**config.mk**
```make
export PLATFORM = sky130hd
export DESIGN_NAME = uart_tx_fifo_reader
export DESIGN_NICKNAME = d
export VERILOG_FILES = /design/src/rtl/uart_tx_fifo_reader.sv
export SDC_FILE = /design/constraint.sdc
export NUM_CORES = 1
export LEC_CHECK = 0
export BUFFER_PORTS_ARGS = -buffer_cell sky130_fd_sc_hd__buf_4
export CAP_MARGIN = 20
export CORE_MARGIN = 2
export CORE_UTILIZATION = 62
export CTS_BUF_LIST = sky130_fd_sc_hd__clkbuf_8
export CTS_CLUSTER_SIZE = 10
export DETAILED_ROUTE_END_ITERATION = 10
export HOLD_SLACK_MARGIN = 0.12
export MAX_ROUTING_LAYER = met4
export PLACE_DENSITY = 0.85
export SYNTH_ARGS = -nofsm -noshare
export SYNTH_HDL_FRONTEND = slang
export SYNTH_SLANG_ARGS = --single-unit
export TNS_END_PERCENT = 1
```
**constraint.sdc**
```tcl
create_clock -name clk -period 4.67 [get_ports clk]
set_clock_uncertainty 0.2 [all_clocks]
set_input_delay 0.467 -clock clk [delete_from_list [all_inputs] [get_ports clk]]
set_output_delay 0.467 -clock clk [all_outputs]
set_load 0.01 [all_outputs]
```
**src/rtl/uart_tx_fifo_reader.sv**
```systemverilog
// Drains a first-word-fall-through byte FIFO onto a UART line as 8N1 (8E1 when UART_TX_PARITY_EN is defined).
// tx falls on the edge that samples empty=0. The FIFO is only looked at while idle.
module uart_tx_fifo_reader #(
  parameter int CLK_HZ = 100_000_000,
  parameter int BAUD   = 9600
) (
  input  logic       clk,
  input  logic       rst,
  input  logic       empty,
  input  logic [7:0] pop_data,
  output logic       pop,
  output logic       tx,
  output logic       tx_busy,
  output logic       tx_done
);

  localparam int BIT_CYC = CLK_HZ / BAUD;
  localparam int CW = (BIT_CYC > 1) ? $clog2(BIT_CYC) : 1;
  localparam logic [CW-1:0] BAUD_LAST = CW'(BIT_CYC - 1);

  typedef enum logic [2:0] {
    IDLE,
    START,
    DATA,
`ifdef UART_TX_PARITY_EN
    PARITY,
`endif
    STOP
  } state_t;

  state_t        state, state_nxt;
  logic [CW-1:0] baud_cnt, baud_nxt;
  logic [2:0]    bit_cnt, bit_nxt;
  logic [7:0]    shift, shift_nxt;
  logic          tx_nxt, pop_nxt, done_nxt;
  logic          wrap;
`ifdef UART_TX_PARITY_EN
  logic          par, par_nxt;
`endif

  assign wrap    = (baud_cnt == BAUD_LAST);
  assign tx_busy = (state != IDLE);

  always_ff @(posedge clk or negedge rst) begin
    if (!rst) begin
      state    <= IDLE;
      baud_cnt <= '0;
      bit_cnt  <= '0;
      shift    <= '0;
      tx       <= 1'b1;
      pop      <= 1'b0;
      tx_done  <= 1'b0;
`ifdef UART_TX_PARITY_EN
      par      <= 1'b0;
`endif
    end else begin
      state    <= state_nxt;
      baud_cnt <= baud_nxt;
      bit_cnt  <= bit_nxt;
      shift    <= shift_nxt;
      tx       <= tx_nxt;
      pop      <= pop_nxt;
      tx_done  <= done_nxt;
`ifdef UART_TX_PARITY_EN
      par      <= par_nxt;
`endif
    end
  end

  always_comb begin
    state_nxt = state;
    baud_nxt  = wrap ? '0 : baud_cnt + CW'(1);
    bit_nxt   = bit_cnt;
    shift_nxt = shift;
    tx_nxt    = tx;
    pop_nxt   = 1'b0;
    done_nxt  = 1'b0;
`ifdef UART_TX_PARITY_EN
    par_nxt   = par;
`endif
    case (state)
      IDLE: begin
        // Baud counter parks at zero so the start bit is a full BIT_CYC long.
        baud_nxt = '0;
        tx_nxt   = 1'b1;
        if (!empty) begin
          state_nxt = START;
          shift_nxt = pop_data;
          bit_nxt   = '0;
          pop_nxt   = 1'b1;
          tx_nxt    = 1'b0;
`ifdef UART_TX_PARITY_EN
          par_nxt   = ^pop_data;
`endif
        end
      end
      START: begin
        if (wrap) begin
          state_nxt = DATA;
          tx_nxt    = shift[0];
        end
      end
      DATA: begin
        if (wrap) begin
          if (bit_cnt == 3'd7) begin
`ifdef UART_TX_PARITY_EN
            state_nxt = PARITY;
            tx_nxt    = par;
`else
            state_nxt = STOP;
            tx_nxt    = 1'b1;
`endif
          end else begin
            shift_nxt = {1'b0, shift[7:1]};
            tx_nxt    = shift[1];
            bit_nxt   = bit_cnt + 3'd1;
          end
        end
      end
`ifdef UART_TX_PARITY_EN
      PARITY: begin
        if (wrap) begin
          state_nxt = STOP;
          tx_nxt    = 1'b1;
        end
      end
`endif
      STOP: begin
        if (wrap) begin
          state_nxt = IDLE;
          tx_nxt    = 1'b1;
          done_nxt  = 1'b1;
        end
      end
      default: begin
        state_nxt = IDLE;
        tx_nxt    = 1'b1;
      end
    endcase
  end

endmodule

```
==> impl_metrics.tcl <==
set metrics [dict create \
    cts_buffer_depth 2 \
    clock_sinks 30 \
    drive_gt1_frac 0.1667 \
    min_period_over_period 0.5242 \
    path_class "reg2reg" \
    yosysTopAreaCellShare 0.4666 \
    end_kind "register" \
    insertion_delay_ps 290 \
    cts_resized 0 \
    final_antenna_net_count 0 \
    antenna-diode-count 0 \
    synth.most_common_cell "dfrtp_1" \
    tightest_slew_ps 628.4 \
    root_buffer "clkbuf_8" \
    firstDrtPassIters 4 \
    synth_warnings 0 \
    chipWidth_um 54.09 \
    setup_viol 0 \
    antenna_found_initial 0 \
    cts.reportedPaths.clkPinSlew_ps 60 \
    numPortBuffers 14 \
    coreArea_sq_um 2432 \
    routed_via_density 6.044 \
    synth_flop_cell "dfrtp_1" \
    p_leak_nw 0.7795 \
    max-cap-violations 0 \
    die_y_um 54.09 \
    report.final.slew_viol_count 0 \
    async_reset_ff_frac 1.000 \
    outcome "completed" \
    hold_class "in2reg" \
    dp_hpwl_um 2222 \
    finalPower_mw 1.016 \
    routedWlPerCell_um 15.61 \
    regArea_sq_um 752.0 \
    crit_fanout 14 \
    ir_drop_v 0.0003858 \
    synth_common_cells "29 x dfrtp_1, 25 x nor2_1, 11 x nand2_1" \
    slew_headroom 0.5811 \
    dieArea_sq_um 2925 \
    max_freq_mhz 408.5 \
    powerDensity_nw_per_um2 572.4 \
    finalSetupTns_ps 0 \
    areaGrowthSynthToFinish_pct 14.08 \
    fin_nets 192 \
    grt_max_degree 31 \
    synth_cells 157 \
    numCtsBuffers 5 \
    crit_arrival_ps 2390 \
    synth_nets 176 \
    routabilityCongestion 0.8160 \
    netlist_area_sq_um 1555 \
    drc 0 \
    grt.total_usage 0.2654 \
    overflow 0 \
    grt_pass1_vias 1221 \
    worstPathRequired_ps 4610 \
    first_iter_violations 13 \
    synth_seq_area_share 0.4835 \
    hold_violations 0 \
    postSynthAreaPerCell_sq_um 9.906 \
    io_pins 15 \
    fill_cells 166 \
    cts_tree "built" \
    vias 1233 \
    start_util 0.6394 \
    yosys-top-cells-area "dfrtp_1 47%, ha_1 6.4%, nor2_1 6.0%" \
    yosysTopAreaCell "dfrtp_1" \
    cts_setup_buffers 0 \
    critPathLaunchType "register" \
    multi_input_area_sq_um 752.0 \
    rsz0062_at_grt "false" \
    wirelength_um 3185 \
    synth_edf_count 0 \
    ys_seq_elements 30 \
    grt_first_pass_wirelength_um 5271 \
    period_minus_slack_ps 2448 \
    h-tree-depth 2 \
    synth.distinct_cells 34 \
    rows 18 \
]
-- path summary, 6_finish.rpt --
path / start / endpoint / slack (ps) / depth (start not counted)
max in group asynchronous: rst / tx$_DFFE_PN1P_ / 3510 / 2
worst min register to register: baud_cnt[0]$_DFF_PN0_ / baud_cnt[0]$_DFF_PN0_ / 260 / 1
worst max register to register: baud_cnt[9]$_DFF_PN0_ / shift[4]$_DFFE_PN0P_ / 2220 / 4
worst min-delay path: empty / pop$_DFF_PN0_ / 160 / 2
worst max-delay path: baud_cnt[9]$_DFF_PN0_ / shift[4]$_DFFE_PN0P_ / 2220 / 4
min in group asynchronous: rst / shift[7]$_DFFE_PN0P_ / 440 / 2
-- layout make-up --
cell class,count,area share
Clock buffer,6,0.04654
Tap cell,30,0.02116
Inverter,7,0.01481
Sequential cell,30,0.4238
Timing Repair Buffer,15,0.06488
Clock inverter,2,0.004937
Multi-Input combinational cell,114,0.4238
-- cells in the final DEF (no fill, tap or decap), drive strengths merged, types with 3 or more instances in the layout --
cell type / netlist / routed
a21oi: 3 / 3
a221oi: 5 / 5
buf: 2 / 14
clkbuf: 4 / 6
dfrtp: 29 / 29
ha: 8 / 8
inv: 7 / 8
nand2: 11 / 11
nand3: 8 / 8
nand4: 4 / 4
nor2: 25 / 25
nor3: 3 / 3
nor4: 4 / 4
o21ai: 3 / 3
o22ai: 8 / 8
xnor2: 6 / 6
xor2: 6 / 6
-- routing by layer --
metal / GRT usage / up-vias / part of all wire
met5: - / - / 0
met2: 0.4634 / 27 / 0.53
met4: 0.09167 / 0 / 0.015
met3: 0.09167 / 8 / 0.035
met1: 0.2776 / 604 / 0.42
li1: - / 594 / -
-- timing repair --
item,CTS,global route
setup endpoints to repair,0,0
endpoints found under the hold margin,29,0
hold buffers,1,0
-- registers in the layout, summed over array words and instances, names as in the netlist --
signal	flops
baud_cnt	14
shift	8
bit_cnt	3
pop	1
state	2
tx	1
tx_done	1
-- power by group --
group          switching, mW  internal (mW)  total, mW
clock network         0.0940          0.116      0.210
registers             0.0629          0.345      0.408
logic                  0.231          0.166      0.397
total                  0.387          0.628       1.02
-- cell families (layout without fill, tap and decap cells) --
kind of cell	count (synthesis)	after routing	synth area share
XOR/XNOR	12	12	0.06758
AND/OR/NAND/NOR	66	66	0.2172
AO/OA/AOI/OAI	26	26	0.1199
flip-flops	30	30	0.4835
buffers and inverters	13	30	0.03299
multiplexers	2	2	0.01448
adder cells (fa/ha/maj)	8	8	0.06436
-- metrics by stage --
stage          hold WS, ps    util  setup slack (ps)  instances  cell area (sq um)
6_report             164.4  0.7294              2222        204               1774
5_1_grt              159.2  0.7294              2173        204               1774
4_1_cts              149.8  0.7294              2244        204               1774
3_5_place_dp         210.2  0.6878              2248        195               1673
3_3_place_gp         205.8  0.6878              2305        195               1673
2_1_floorplan       -28.59       -              2455        157               1555
-- worst max-delay path, stage by stage, from the launching register on --
cell and delay [ps]:
dfrtp_1 440, or4_4 540, or4_4 620, nor2_1 340
a221oi_1 150
No activity file was read; power rests on OpenSTA's default activity.
